$ cat src/rtl/roulette_wheel_if.sv
// Roulette number interface: spin request / result handshake plus wheel display.
// Optional force-result signals appear when ROULETTE_FORCE_RESULT_EN is defined.
interface roulette_wheel_if;
    logic       spin_req;
    logic       result_ack;
    logic [4:0] randnum;
    logic       result_valid;
    logic       busy;
    logic [4:0] wheel_pos;
`ifdef ROULETTE_FORCE_RESULT_EN
    logic       force_en;
    logic [4:0] force_value;

    // Producer side (the wheel)
    modport master (
        input  spin_req, result_ack, force_en, force_value,
        output randnum, result_valid, busy, wheel_pos
    );

    // Consumer side (game logic)
    modport slave (
        output spin_req, result_ack, force_en, force_value,
        input  randnum, result_valid, busy, wheel_pos
    );
`else
    // Producer side (the wheel)
    modport master (
        input  spin_req, result_ack,
        output randnum, result_valid, busy, wheel_pos
    );

    // Consumer side (game logic)
    modport slave (
        output spin_req, result_ack,
        input  randnum, result_valid, busy, wheel_pos
    );
`endif
endinterface

$ cat src/rtl/roulette_wheel.sv
// Roulette wheel: free-running 5-bit LFSR captured on a spin request, a linearly
// decelerating wheel animation that lands on the captured number, and a
// valid/ack handshake holding the result for the game logic.
// Optional macro ROULETTE_FORCE_RESULT_EN adds force_en/force_value to override
// the captured number (0 clamps to 1); animation and timing are unchanged.
module roulette_wheel #(
    parameter int unsigned SPIN_STEPS = 16,
    parameter int unsigned STEP_BASE  = 1000000,
    parameter int unsigned STEP_INC   = 250000
) (
    input  logic             Clock,
    input  logic             reset_n,
    roulette_wheel_if.master rw
);

    // Longest step length; the cycle counter only ever reaches CYC_MAX-1
    localparam int unsigned CYC_MAX   = STEP_BASE + (SPIN_STEPS - 1) * STEP_INC;
    localparam int unsigned CYC_W     = (CYC_MAX > 1) ? $clog2(CYC_MAX) : 1;
    localparam int unsigned STEP_W    = 8;
    localparam int unsigned START_OFS = SPIN_STEPS % 31;
    // Start position is ((t-1-ofs+31) mod 31)+1; t+30-ofs folds the constants together
    localparam logic [5:0]        START_BIAS = 6'(30 - START_OFS);
    localparam logic [CYC_W-1:0]  LIMIT0     = CYC_W'(STEP_BASE - 1);
    localparam logic [CYC_W-1:0]  LIMIT_INC  = CYC_W'(STEP_INC);
    localparam logic [STEP_W-1:0] STEP_LAST  = STEP_W'(SPIN_STEPS - 1);

    typedef enum logic [1:0] {
        IDLE = 2'd0,
        SPIN = 2'd1,
        DONE = 2'd2
    } state_t;

    state_t              state_q, state_d;
    logic [4:0]          lfsr_q, lfsr_d;
    logic                spin_req_q, spin_req_d;
    logic [4:0]          target_q, target_d;
    logic [4:0]          randnum_q, randnum_d;
    logic                result_valid_q, result_valid_d;
    logic                busy_q, busy_d;
    logic [4:0]          wheel_pos_q, wheel_pos_d;
    logic [CYC_W-1:0]    cycle_q, cycle_d;
    logic [CYC_W-1:0]    limit_q, limit_d;
    logic [STEP_W-1:0]   step_q, step_d;
    logic                rise_c;
    logic [4:0]          pick_c;

    // Position the wheel starts from so that SPIN_STEPS advances land on t
    function automatic logic [4:0] start_pos(input logic [4:0] t);
        logic [5:0] s;
        s = {1'b0, t} + START_BIAS;
        if (s >= 6'd31) begin
            s = s - 6'd31;
        end
        return 5'(s) + 5'd1;
    endfunction

    // One wheel advance, 31 wraps to 1
    function automatic logic [4:0] next_pos(input logic [4:0] p);
        return (p == 5'd31) ? 5'd1 : p + 5'd1;
    endfunction

    // Value captured as the spin target
`ifdef ROULETTE_FORCE_RESULT_EN
    always_comb begin
        pick_c = lfsr_q;
        if (rw.force_en) begin
            pick_c = (rw.force_value == 5'd0) ? 5'd1 : rw.force_value;
        end
    end
`else
    always_comb begin
        pick_c = lfsr_q;
    end
`endif

    // Next-state and output logic
    always_comb begin
        state_d        = state_q;
        lfsr_d         = (lfsr_q == 5'd0) ? 5'd1 : {lfsr_q[3:0], lfsr_q[4] ^ lfsr_q[2]};
        spin_req_d     = rw.spin_req;
        target_d       = target_q;
        randnum_d      = randnum_q;
        result_valid_d = result_valid_q;
        busy_d         = busy_q;
        wheel_pos_d    = wheel_pos_q;
        cycle_d        = cycle_q;
        limit_d        = limit_q;
        step_d         = step_q;
        rise_c         = rw.spin_req & ~spin_req_q;

        case (state_q)
            IDLE: begin
                busy_d         = 1'b0;
                result_valid_d = 1'b0;
                if (rise_c) begin
                    target_d    = pick_c;
                    wheel_pos_d = start_pos(pick_c);
                    step_d      = '0;
                    cycle_d     = '0;
                    limit_d     = LIMIT0;
                    busy_d      = 1'b1;
                    state_d     = SPIN;
                end
            end
            SPIN: begin
                if (cycle_q == limit_q) begin
                    wheel_pos_d = next_pos(wheel_pos_q);
                    cycle_d     = '0;
                    step_d      = step_q + STEP_W'(1);
                    if (step_q == STEP_LAST) begin
                        randnum_d      = target_q;
                        result_valid_d = 1'b1;
                        busy_d         = 1'b0;
                        state_d        = DONE;
                    end else begin
                        limit_d = limit_q + LIMIT_INC;
                    end
                end else begin
                    cycle_d = cycle_q + CYC_W'(1);
                end
            end
            DONE: begin
                if (rw.result_ack) begin
                    result_valid_d = 1'b0;
                    state_d        = IDLE;
                end
            end
            default: begin
                state_d = IDLE;
            end
        endcase
    end

    // State and output registers
    always_ff @(posedge Clock or negedge reset_n) begin
        if (!reset_n) begin
            state_q        <= IDLE;
            lfsr_q         <= 5'd1;
            spin_req_q     <= 1'b0;
            target_q       <= 5'd0;
            randnum_q      <= 5'd0;
            result_valid_q <= 1'b0;
            busy_q         <= 1'b0;
            wheel_pos_q    <= 5'd1;
            cycle_q        <= '0;
            limit_q        <= '0;
            step_q         <= '0;
        end else begin
            state_q        <= state_d;
            lfsr_q         <= lfsr_d;
            spin_req_q     <= spin_req_d;
            target_q       <= target_d;
            randnum_q      <= randnum_d;
            result_valid_q <= result_valid_d;
            busy_q         <= busy_d;
            wheel_pos_q    <= wheel_pos_d;
            cycle_q        <= cycle_d;
            limit_q        <= limit_d;
            step_q         <= step_d;
        end
    end

    assign rw.randnum      = randnum_q;
    assign rw.result_valid = result_valid_q;
    assign rw.busy         = busy_q;
    assign rw.wheel_pos    = wheel_pos_q;

endmodule
$ cat src/flat_wrapper.sv
// flat-port wrapper written by rule: the top's interface ports become plain ports
module roulette_wheel_flat 
#(
    parameter int unsigned SPIN_STEPS = 16,
    parameter int unsigned STEP_BASE  = 1000000,
    parameter int unsigned STEP_INC   = 250000
)
  (Clock, reset_n, rw_spin_req, rw_result_ack, rw_randnum, rw_result_valid, rw_busy, rw_wheel_pos);
  roulette_wheel_if rw_i ();
  input  logic Clock;
  input  logic reset_n;
  input wire logic [$bits(rw_i.spin_req)-1:0] rw_spin_req;
  input wire logic [$bits(rw_i.result_ack)-1:0] rw_result_ack;
  output wire logic [$bits(rw_i.randnum)-1:0] rw_randnum;
  output wire logic [$bits(rw_i.result_valid)-1:0] rw_result_valid;
  output wire logic [$bits(rw_i.busy)-1:0] rw_busy;
  output wire logic [$bits(rw_i.wheel_pos)-1:0] rw_wheel_pos;
  assign rw_i.spin_req = rw_spin_req;
  assign rw_i.result_ack = rw_result_ack;
  assign rw_randnum = rw_i.randnum;
  assign rw_result_valid = rw_i.result_valid;
  assign rw_busy = rw_i.busy;
  assign rw_wheel_pos = rw_i.wheel_pos;
  roulette_wheel #(.SPIN_STEPS(SPIN_STEPS), .STEP_BASE(STEP_BASE), .STEP_INC(STEP_INC)) u_core (.Clock(Clock), .reset_n(reset_n), .rw(rw_i));
endmodule
$ cat config.mk
export PLATFORM = sky130hd
export DESIGN_NAME = roulette_wheel_flat
export DESIGN_NICKNAME = d
export VERILOG_FILES = /design/src/rtl/roulette_wheel_if.sv /design/src/rtl/roulette_wheel.sv /design/src/flat_wrapper.sv
export SDC_FILE = /design/constraint.sdc
export NUM_CORES = 1
export LEC_CHECK = 0
export BUFFER_PORTS_ARGS = -buffer_cell sky130_fd_sc_hd__buf_4
export CAP_MARGIN = 20
export CELL_PAD_IN_SITES_DETAIL_PLACEMENT = 0
export CELL_PAD_IN_SITES_GLOBAL_PLACEMENT = 1
export CORE_UTILIZATION = 42
export CTS_BUF_LIST = sky130_fd_sc_hd__clkbuf_4 sky130_fd_sc_hd__clkbuf_8 sky130_fd_sc_hd__clkbuf_16
export CTS_CLUSTER_SIZE = 40
export DETAILED_ROUTE_END_ITERATION = 16
export GPL_TIMING_DRIVEN = 0
export PLACE_DENSITY = 0.77
export SLEW_MARGIN = 10
export SYNTH_ARGS = -nofsm -noshare
export SYNTH_HDL_FRONTEND = slang
export SYNTH_SLANG_ARGS = --single-unit
$ cat constraint.sdc
create_clock -name Clock -period 3 [get_ports Clock]
set_input_delay 0.6 -clock Clock [delete_from_list [all_inputs] [get_ports Clock]]
set_output_delay 0.6 -clock Clock [all_outputs]
set_load 0.02 [all_outputs]
# Yosys cells after proc, flatten, opt, wreduce, memory -nomap -nowiden
# Cells that the tools add are included.
[op_classes]
n_addsub = 7
magnitude_cmp = 1
n_eq_ne = 10
mux = 31
bitwise = 3
n_reduce_logical = 12
[op_table]
columns = ["op", "n"]
rows = [
  ["$mux 23", 5],
  ["$pmux 23 s2", 2],
  ["$mux 5", 7],
  ["$add 23x1->23 const B", 1],
  ["$add 23x18->23 const B", 1],
  ["$eq 23x23->1", 1],
  ["$mux 8", 2],
  ["$pmux 8 s2", 1],
  ["$reduce_and 4->1", 3],
  ["$add 5x1->5 const B", 2],
  ["$pmux 5 s2", 1],
  ["$reduce_and 3->1", 3],
  ["$add 8x1->8 const B", 1],
  ["$eq 8x4->1 const B", 1],
  ["$mux 2", 4],
  ["$add 5x4->6 const B", 1],
  ["$ge 6x5->1 const B", 1],
  ["$mux 1", 6],
  ["$ne 2x1->1 const B", 3],
  ["$pmux 2 s3", 1],
  ["$eq 5x5->1 const B", 1],
  ["$logic_not 5->1", 1],
  ["$sub 5x5->5 const B", 1],
  ["$ne 2x2->1 const B", 2],
  ["other kinds (11)", 12],
]
[word_totals]
register_bits = 79
in_bits = 4
out_inout_bits = 12

# Depth between registers and ports, before layout
# Gate-level depths: netlist of the first run.
[depth]
word_depth = 8
depth_mapped = 12

# Worst setup path before layout of the first run
# Ideal clock, no wire load.
[synth_path]
kind = "reg-to-reg"
startpoint = "register u_core.lfsr_q[1]"
endpoint = "register u_core.wheel_pos_q[4] (netlist: u_core.rw.wheel_pos[4])"
t_arrival_ns = 2.488
slack_ns = 0.378
path_stages_with_launch = 12
synth_period_minus_slack_ns = 2.622
cell_sequence = "dfrtp_1 -> inv_1 -> ha_1 -> nand2b_1 -> or4_1 -> o211ai_1 -> xnor2_1 -> ha_1 -> o211ai_1 -> xor2_1 -> o22ai_1 -> o21ai_0"
[synth_via]
elab_chain_len = 8
word_cells_on_any_way = 9
classes_between = "3 x add/sub; 1 x order compare; 5 x mux"
[synth_rtl]
columns = ["item", "line", "source"]
rows = [
  ["start, declared", "roulette_wheel.sv:34", "logic [4:0] lfsr_q, lfsr_d;"],
  ["start signal, assigned", "roulette_wheel.sv:150", "lfsr_q <= lfsr_d;"],
  ["$add 5x4->6 (*)", "roulette_wheel.sv:50", "s = {1'b0, t} + START_BIAS;"],
  ["$sub 5x5->5 or $ge 6x5->1 (tied branches)", "roulette_wheel.sv:52, roulette_wheel.sv:51", ""],
  ["$mux 5 (*)", "roulette_wheel.sv:51", "if (s >= 6'd31) begin"],
  ["$mux 5 (*)", "roulette_wheel.sv:95", "if (rise_c) begin"],
  ["$mux 5 (*)", "roulette_wheel.sv:91", "case (state_q)"],
  ["$add 5x1->5 (*)", "roulette_wheel.sv:54", "return 5'(s) + 5'd1;"],
  ["$mux 5 (*)", "roulette_wheel.sv:95", ""],
  ["$pmux 5 s2 (*)", "roulette_wheel.sv:91", ""],
  ["end signal, assigned", "roulette_wheel.sv:156", "wheel_pos_q <= wheel_pos_d;"],
  ["end, declared", "roulette_wheel.sv:40", "logic [4:0] wheel_pos_q, wheel_pos_d;"],
]
# Every way passes the cells marked *; elsewhere a longest branch is shown, timed or not. The select of a mux whose other input is x is not followed.
# A chain may end at the register's enable or synchronous reset.

# Final worst setup path of the first run
[layout_path]
startpoint = "register u_core.cycle_q[3]"
endpoint = "register u_core.limit_q[5]"
[layout_via]
elab_chain_len = 3
[layout_rtl]
columns = ["item", "line", "source"]
rows = [
  ["start, declared", "roulette_wheel.sv:41", "logic [CYC_W-1:0] cycle_q, cycle_d;"],
  ["start signal, assigned", "roulette_wheel.sv:157", "cycle_q <= cycle_d;"],
  ["$eq 23x23->1", "roulette_wheel.sv:106", "if (cycle_q == limit_q) begin"],
  ["$ne 2x1->1 (no line)", "n/a", ""],
  ["$reduce_and 4->1 (no line)", "n/a", ""],
  ["end signal, assigned", "roulette_wheel.sv:158", "limit_q <= limit_d;"],
  ["end, declared", "roulette_wheel.sv:42", "logic [CYC_W-1:0] limit_q, limit_d;"],
]
# Every way passes these cells.

==> run summary, run 1 <==
Status - finished, final reports clean
IO Pins - 16
Total gr overflow - 0
Synth Register Bits - 76
Syn_area_per_cell - 9.07 um^2
Initial antenna violation count - 0
Data arrival, critical path - 3.11 ns
Min Hold Slack - 0.362 ns
Fill cells - 950
Tot Pwr - 3020 uW
Post-route setup TNS - 0 ns
Clk pwr share - 24.1%
Commonest non-fill, non-tap cell in the layout - dfrtp_1
Cell variety after synth - 50
Die ar. - 0.0104 mm^2
Final setup violation count - 0
RSZ-0062 raised after global routing - no
# hold bufs at CTS - 0
Max Fanout on Critical Path - 10
H-tree depth reported by CTS - 3
Width of the die - 102 um
Clock root buffer - clkbuf_8
Clk pin slew, worst setup/hold paths - 0.08 ns
Worst Setup End Kind - flip-flop
Hold Fails Final Rpt - 0
Worst-Margin Slew - 0.989 ns
CTS tree - built
Number of buffers created by CTS - 9
Drt first pass iters - 4
Leading area contributor after synthesis - dfrtp_1
Site Rows - 36
Total Wirelength - 10000 um
Internal power - 1920 uW
Post-synth EDFFs - 0
Fin. max-slew vios - 0
Comb pwr share - 25.7%
Area Growth Syn to Fin - 11.8%
Fmax - 350 MHz
CP Class - reg2reg
Commonest non-fill, non-tap cells in the layout - 73 x dfrtp_1, 55 x nor2_1, 54 x o21ai_0
Layout Skew - 0.0122 ns
Sequential share of the synthesized area - 45.4%
PwrDens - 643 mW/mm^2
Layout cells sized above 1 - 11.9%
Number of global-route vias before repair - 3225
Worst Setup Start Kind - flip-flop
Hpwl dp - 7050 um
Routed vias/inst - 5.45
Share of power burned in registers - 50.3%
Clk sinks - 76
DRC Markers - 0
Nets@finish - 505
VDD IR max - 0.407 mV
Routed vias - 3436
Tcrit/Tclk final - 95.2%
DRT iter0 DRCs - 130
Rel. slew slack - 34.1%
First-pass GRT wire length - 16200 um
Area share of the largest cell type after synthesis - 44.1%
Synth Instances - 463
Chip height - 102 um
Syn Nets - 476
Synth async-reset ratio - 100%
Final Util - 48.3%
GRT Resource Usage Total - 20.6%
# diodes - 0
Post-route cell area - 0.00469 mm^2
Top post-synthesis cells by area - dfrtp_1 44%, xor2_1 7.1%, o21ai_0 6.4%
Required @ worst endpoint - 3.25 ns
Largest net degree at the start of global routing - 77
Core area - 0.00973 mm^2
Synth Flop Type - dfrtp_1
Post-DRT Antenna Nets - 0
Hold WC Path Type - in2async
Max_cap viols - 0
WL per Instance - 15.9 um
PortBufs - 15
GP Congestion - 0.849
Switching Power - 1100 uW
Cell area after synthesis - 0.00420 mm^2
Minimum clock period - 2.86 ns
CTS Buffer Depth - 2
Dpl cell area - 0.00448 mm^2
Starting Density - 43.1%
Pleak - 0.00200 uW
Yosys warning total - 0
Worst-skew pair later-pin latency - 0.36 ns
Switch share - 36.4%
-- flip-flops by register name, indices dropped and copies added, names as in the netlist --
name,count
u_core.cycle_q,23
u_core.limit_q,20
u_core.step_q,8
u_core.lfsr_q,5
u_core.rw.randnum,5
u_core.rw.wheel_pos,5
u_core.target_q,5
u_core.state_q,2
u_core.rw.busy,1
u_core.rw.result_valid,1
u_core.spin_req_q,1
-- critical path, stage by stage (launching register included) --
cell     delay, ns
dfrtp_1       0.45
nor4_1        0.34
nor2_1        0.07
or4_1         0.50
buf_2         0.17
nor3_4        0.43
nor2_2        0.18
or4_1         0.50
o21a_1        0.11
-- stage by stage --
| step | setup WS [ns] | cells |
|---|---|---|
| floorplan | 0.378 | 463 |
| global route | 0.0113 | 630 |
| detailed placement | 0.0778 | 611 |
| CTS | 0.0442 | 627 |
| global placement | 0.0743 | 611 |
| finish | 0.143 | 630 |
-- timing repair --
item / 4_1_cts / 5_1_grt
endpoints found under the setup margin: 0 / 5
gates resized for setup: 0 / 6
endpoints found under the hold margin: 0 / 0
buffers inserted: 0 / 3
-- final cells by class --
class | count | area (um^2) | share of cell area [%]
inverters | 6 | 22.5 | 0.480
plain buffers | 22 | 87.6 | 1.87
repair buffers | 18 | 135 | 2.88
well taps | 133 | 166 | 3.54
multi-input cells | 359 | 2200 | 46.9
clock inverters | 4 | 25.0 | 0.533
flip-flops and latches | 76 | 1910 | 40.6
clock buffers | 12 | 153 | 3.25
-- synthesized netlist by cell type (all sizes together) (2+ instances only) --
library cell,count
o2111ai,2
o31ai,5
xor2,34
clkbuf,18
inv,6
a311oi,3
dfstp,2
nand2b,7
and3,15
a31oi,8
or2,2
and2,2
a21oi,18
mux2,7
nor4b,3
or4,3
ha,9
o21ai,54
xnor2,14
o211ai,7
nand2,44
dfrtp,74
nand4,14
nor2,56
buf,4
nor3,10
or3,3
nor2b,4
a211oi,2
nor4,6
nand3,12
-- power groups by stage --
stage / sequential, uW / clock [uW] / combinational (uW)
4_1_cts: 1510 / 747 / 782
3_3_place_gp: 1520 / 0 / 762
6_report: 1520 / 726 / 775
3_5_place_dp: 1530 / 0 / 777
5_1_grt: 1550 / 791 / 873
2_1_floorplan: 1490 / 0 / 527
-- kinds of logic after synthesis --
logic type      Yosys count  share of synthesized area, %
buf+inv                  28                          2.59
mux                       8                          2.12
xor+xnor                 48                          10.0
flops                    76                          45.4
simple gates            184                          21.7
fa+ha+maj                 9                          2.68
compound gates          110                          15.5
-- path summary, 6_finish.rpt --
check                      depth (start not counted)            endpoint          startpoint  slack, ns
max                                                8   u_core.limit_q[5]   u_core.cycle_q[3]       0.14
min                                                1  u_core.cycle_q[13]             reset_n       0.36
max reg2reg                                        8   u_core.limit_q[5]   u_core.cycle_q[3]       0.14
min reg2reg                                        2  u_core.target_q[4]  u_core.target_q[4]       0.49
max in group asynchronous                          1    u_core.lfsr_q[2]             reset_n       1.90
min in group Clock                                 1   u_core.spin_req_q         rw_spin_req       0.37
-- routing by layer --
| metal | share of wire (%) | GRT usage [%] | vias up |
|---|---|---|---|
| li1 | - | - | 1700 |
| met1 | 49 | 28.2 | 1665 |
| met2 | 46 | 31.9 | 60 |
| met3 | 4.0 | 5.68 | 11 |
| met4 | 1.2 | 5.93 | 0 |
| met5 | 0 | 0 | - |
Note: power is estimated with default switching activity, not from simulation.
==> run 2: changes to the inputs <==
--- a/config.mk
+++ b/config.mk
@@ -9,12 +9,12 @@
 export CAP_MARGIN = 20
 export CELL_PAD_IN_SITES_DETAIL_PLACEMENT = 0
 export CELL_PAD_IN_SITES_GLOBAL_PLACEMENT = 1
-export CORE_UTILIZATION = 42
-export CTS_BUF_LIST = sky130_fd_sc_hd__clkbuf_4 sky130_fd_sc_hd__clkbuf_8 sky130_fd_sc_hd__clkbuf_16
+export CORE_UTILIZATION = 40
+export CTS_BUF_LIST = sky130_fd_sc_hd__clkbuf_4
 export CTS_CLUSTER_SIZE = 40
 export DETAILED_ROUTE_END_ITERATION = 16
 export GPL_TIMING_DRIVEN = 0
-export PLACE_DENSITY = 0.77
+export PLACE_DENSITY = 0.74
 export SLEW_MARGIN = 10
 export SYNTH_ARGS = -nofsm -noshare
 export SYNTH_HDL_FRONTEND = slang
==> run 2 against run 1 <==
Compared with the run above: register-to-register slack better by 0.04 ns; clock power shrank 15%; clock-buffer cell count fell by 2; cell count grew 1.1%; clock skew rose by 0.015 ns; fmax grew 1.3%; worst setup slack improved by 0.038 ns; non-clock buffer count increased by 4; critical path depth fell by 2; die area increased by 4.9%; global-route usage down 1.5 points.
==> run summary, run 2 (synthesis results as in run 1) <==
# diodes - 0 (unchanged)
Clock root buffer - clkbuf_4 (was clkbuf_8)
Data arrival, critical path - 3.12 ns (was 3.11 ns)
GRT Resource Usage Total - 19.1% (was 20.6%)
VDD IR max - 0.288 mV (was 0.407 mV)
Top reg by flops - u_core.cycle_q (unchanged)
Post-DRT Antenna Nets - 0 (unchanged)
Width of the die - 104 um (was 102 um)
IO Pins - 16 (unchanged)
Worst Setup End Kind - flip-flop (unchanged)
Layout cells sized above 1 - 13.0% (was 11.9%)
WL per Instance - 15.6 um (was 15.9 um)
RSZ-0062 raised after global routing - no (unchanged)
Site Rows - 37 (was 36)
Final setup violation count - 0 (unchanged)
CTS Buffer Depth - 2 (unchanged)
Required @ worst endpoint - 3.30 ns (was 3.25 ns)
Routed vias/inst - 5.43 (was 5.45)
Tcrit/Tclk final - 94.0% (was 95.2%)
Worst Setup Start Kind - flip-flop (unchanged)
Hpwl dp - 6870 um (was 7050 um)
Drt first pass iters - 4 (unchanged)
First-pass GRT wire length - 16700 um (was 16200 um)
Hold path start - rw_spin_req
Core area - 0.0102 mm^2 (was 0.00973 mm^2)
Top Registers - u_core.cycle_q: 23 flops, u_core.limit_q: 20 flops, u_core.step_q: 8 flops (unchanged)
Post-route cell area - 0.00468 mm^2 (was 0.00469 mm^2)
Largest net degree at the start of global routing - 77 (unchanged)
Post-route worst setup slack - 0.181 ns (was 0.143 ns)
Die ar. - 0.0109 mm^2 (was 0.0104 mm^2)
Number of buffers created by CTS - 9 (unchanged)
Hold path depth - 1
Status - finished, final reports clean (unchanged)
DRT iter0 DRCs - 230 (was 130)
Starting Density - 41.0% (was 43.1%)
Fin. max-slew vios - 0 (unchanged)
Clk sinks - 76 (unchanged)
Hold Fails Final Rpt - 0 (unchanged)
Reg2reg path depth - 6 (was 8)
PortBufs - 15 (unchanged)
Max_cap viols - 0 (unchanged)
Layout Skew - 0.0273 ns (was 0.0122 ns)
Commonest non-fill, non-tap cells in the layout - 73 x dfrtp_1, 55 x nor2_1, 53 x o21ai_0 (was 73 x dfrtp_1, 55 x nor2_1, 54 x o21ai_0)
Fill cells - 990 (was 950)
Routed vias - 3460 (was 3436)
CTS tree - built (unchanged)
Initial antenna violation count - 0 (unchanged)
Fmax - 355 MHz (was 350 MHz)
Post-route setup TNS - 0 ns (unchanged)
Minimum clock period - 2.82 ns (was 2.86 ns)
Tot Pwr - 2900 uW (was 3020 uW)
Min Hold Slack - 0.295 ns (was 0.362 ns)
Reg-to-Reg Start - u_core.cycle_q[3] (unchanged)
Clk pin slew, worst setup/hold paths - 0.14 ns (was 0.08 ns)
Worst-Margin Slew - 0.970 ns (was 0.989 ns)
GP Congestion - 0.821 (was 0.849)
Rel. slew slack - 35.3% (was 34.1%)
Nets@finish - 509 (was 505)
H-tree depth reported by CTS - 3 (unchanged)
Max reg flops - 23 (unchanged)
Max Fanout on Critical Path - 7 (was 10)
Dpl ws - -0.0123 ns (was 0.0778 ns)
Pleak - 0.00201 uW (was 0.00200 uW)
Area Growth Syn to Fin - 11.5% (was 11.8%)
CP Class - reg2reg (unchanged)
Hold WC Path Type - in2reg (was in2async)
Worst setup path startpoint - u_core.cycle_q[3] (unchanged)
Commonest non-fill, non-tap cell in the layout - dfrtp_1 (unchanged)
Worst-skew pair later-pin latency - 0.43 ns (was 0.36 ns)
Total Wirelength - 9930 um (was 10000 um)
Chip height - 104 um (was 102 um)
Number of global-route vias before repair - 3349 (was 3225)
DRC Markers - 0 (unchanged)
Dpl cell area - 0.00448 mm^2 (about the same)
Reg2Reg Setup Slack - 0.18 ns (was 0.14 ns)
PwrDens - 620 mW/mm^2 (was 643 mW/mm^2)
Total gr overflow - 0 (unchanged)
[run 2: changes by cell type in the layout (fill, tap and decap cells not counted), sizes merged]
cell / before / now
clkinvlp: 2 / 1
clkbuf: 30 / 28
buf: 22 / 26
bufinv: 0 / 1
clkinv: 2 / 4
[run 2: critical path, stage by stage, from the launching register on]
cell,delay [ns]
dfrtp_1,0.48
nor4_1,0.38
nor2_1,0.08
or4_1,0.51
buf_2,0.17
nor4_2,0.66
mux2_2,0.41
[run 2: final cells by class]
type                    instances  area (um^2)  share of cell area, %
multi-input cells             359         2200                   46.9
well taps                     136          170                   3.63
clock inverters                 6         56.3                   1.20
clock buffers                  10         75.1                   1.60
plain buffers                  22         90.1                   1.92
flip-flops and latches         76         1910                   40.7
inverters                       6         22.5                  0.481
repair buffers                 22          165                   3.53
[run 2: worst paths after layout]
path | endpoint
max | u_core.rw.randnum[2]
min | u_core.spin_req_q
max reg2reg | u_core.rw.randnum[2]
min reg2reg | u_core.lfsr_q[0]
max in group asynchronous | u_core.lfsr_q[2]
min in group asynchronous | u_core.cycle_q[20]
[run 2: layer usage]
metal / global-route usage [%] / part of all wire (%) / up-vias
li1: - / - / 1716
met1: 26.0 / 49 / 1661
met2: 30.9 / 47 / 73
met3: 3.32 / 2.6 / 10
met4: 6.02 / 1.5 / 0
met5: 0 / 0 / -
[run 2: through the flow]
stage	std cells	util (%)
final	637	45.8
after global routing	637	45.8
after floorplan	463	-
after CTS	631	45.2
after global placement	614	43.8
after detailed placement	614	43.8
[run 2: what timing repair did]
item | in CTS | in global routing
gates resized for setup | 0 | 12
endpoints found under the setup margin | 1 | 35
hold buffers | 0 | 0
pin swaps | 0 | 2
buffers inserted | 1 | 6
[run 2: power by group]
group / total, uW / switching, uW / internal (uW)
clock: 618 / 361 / 257
sequential: 1500 / 271 / 1230
combinational: 786 / 430 / 355
total: 2900 / 1060 / 1840
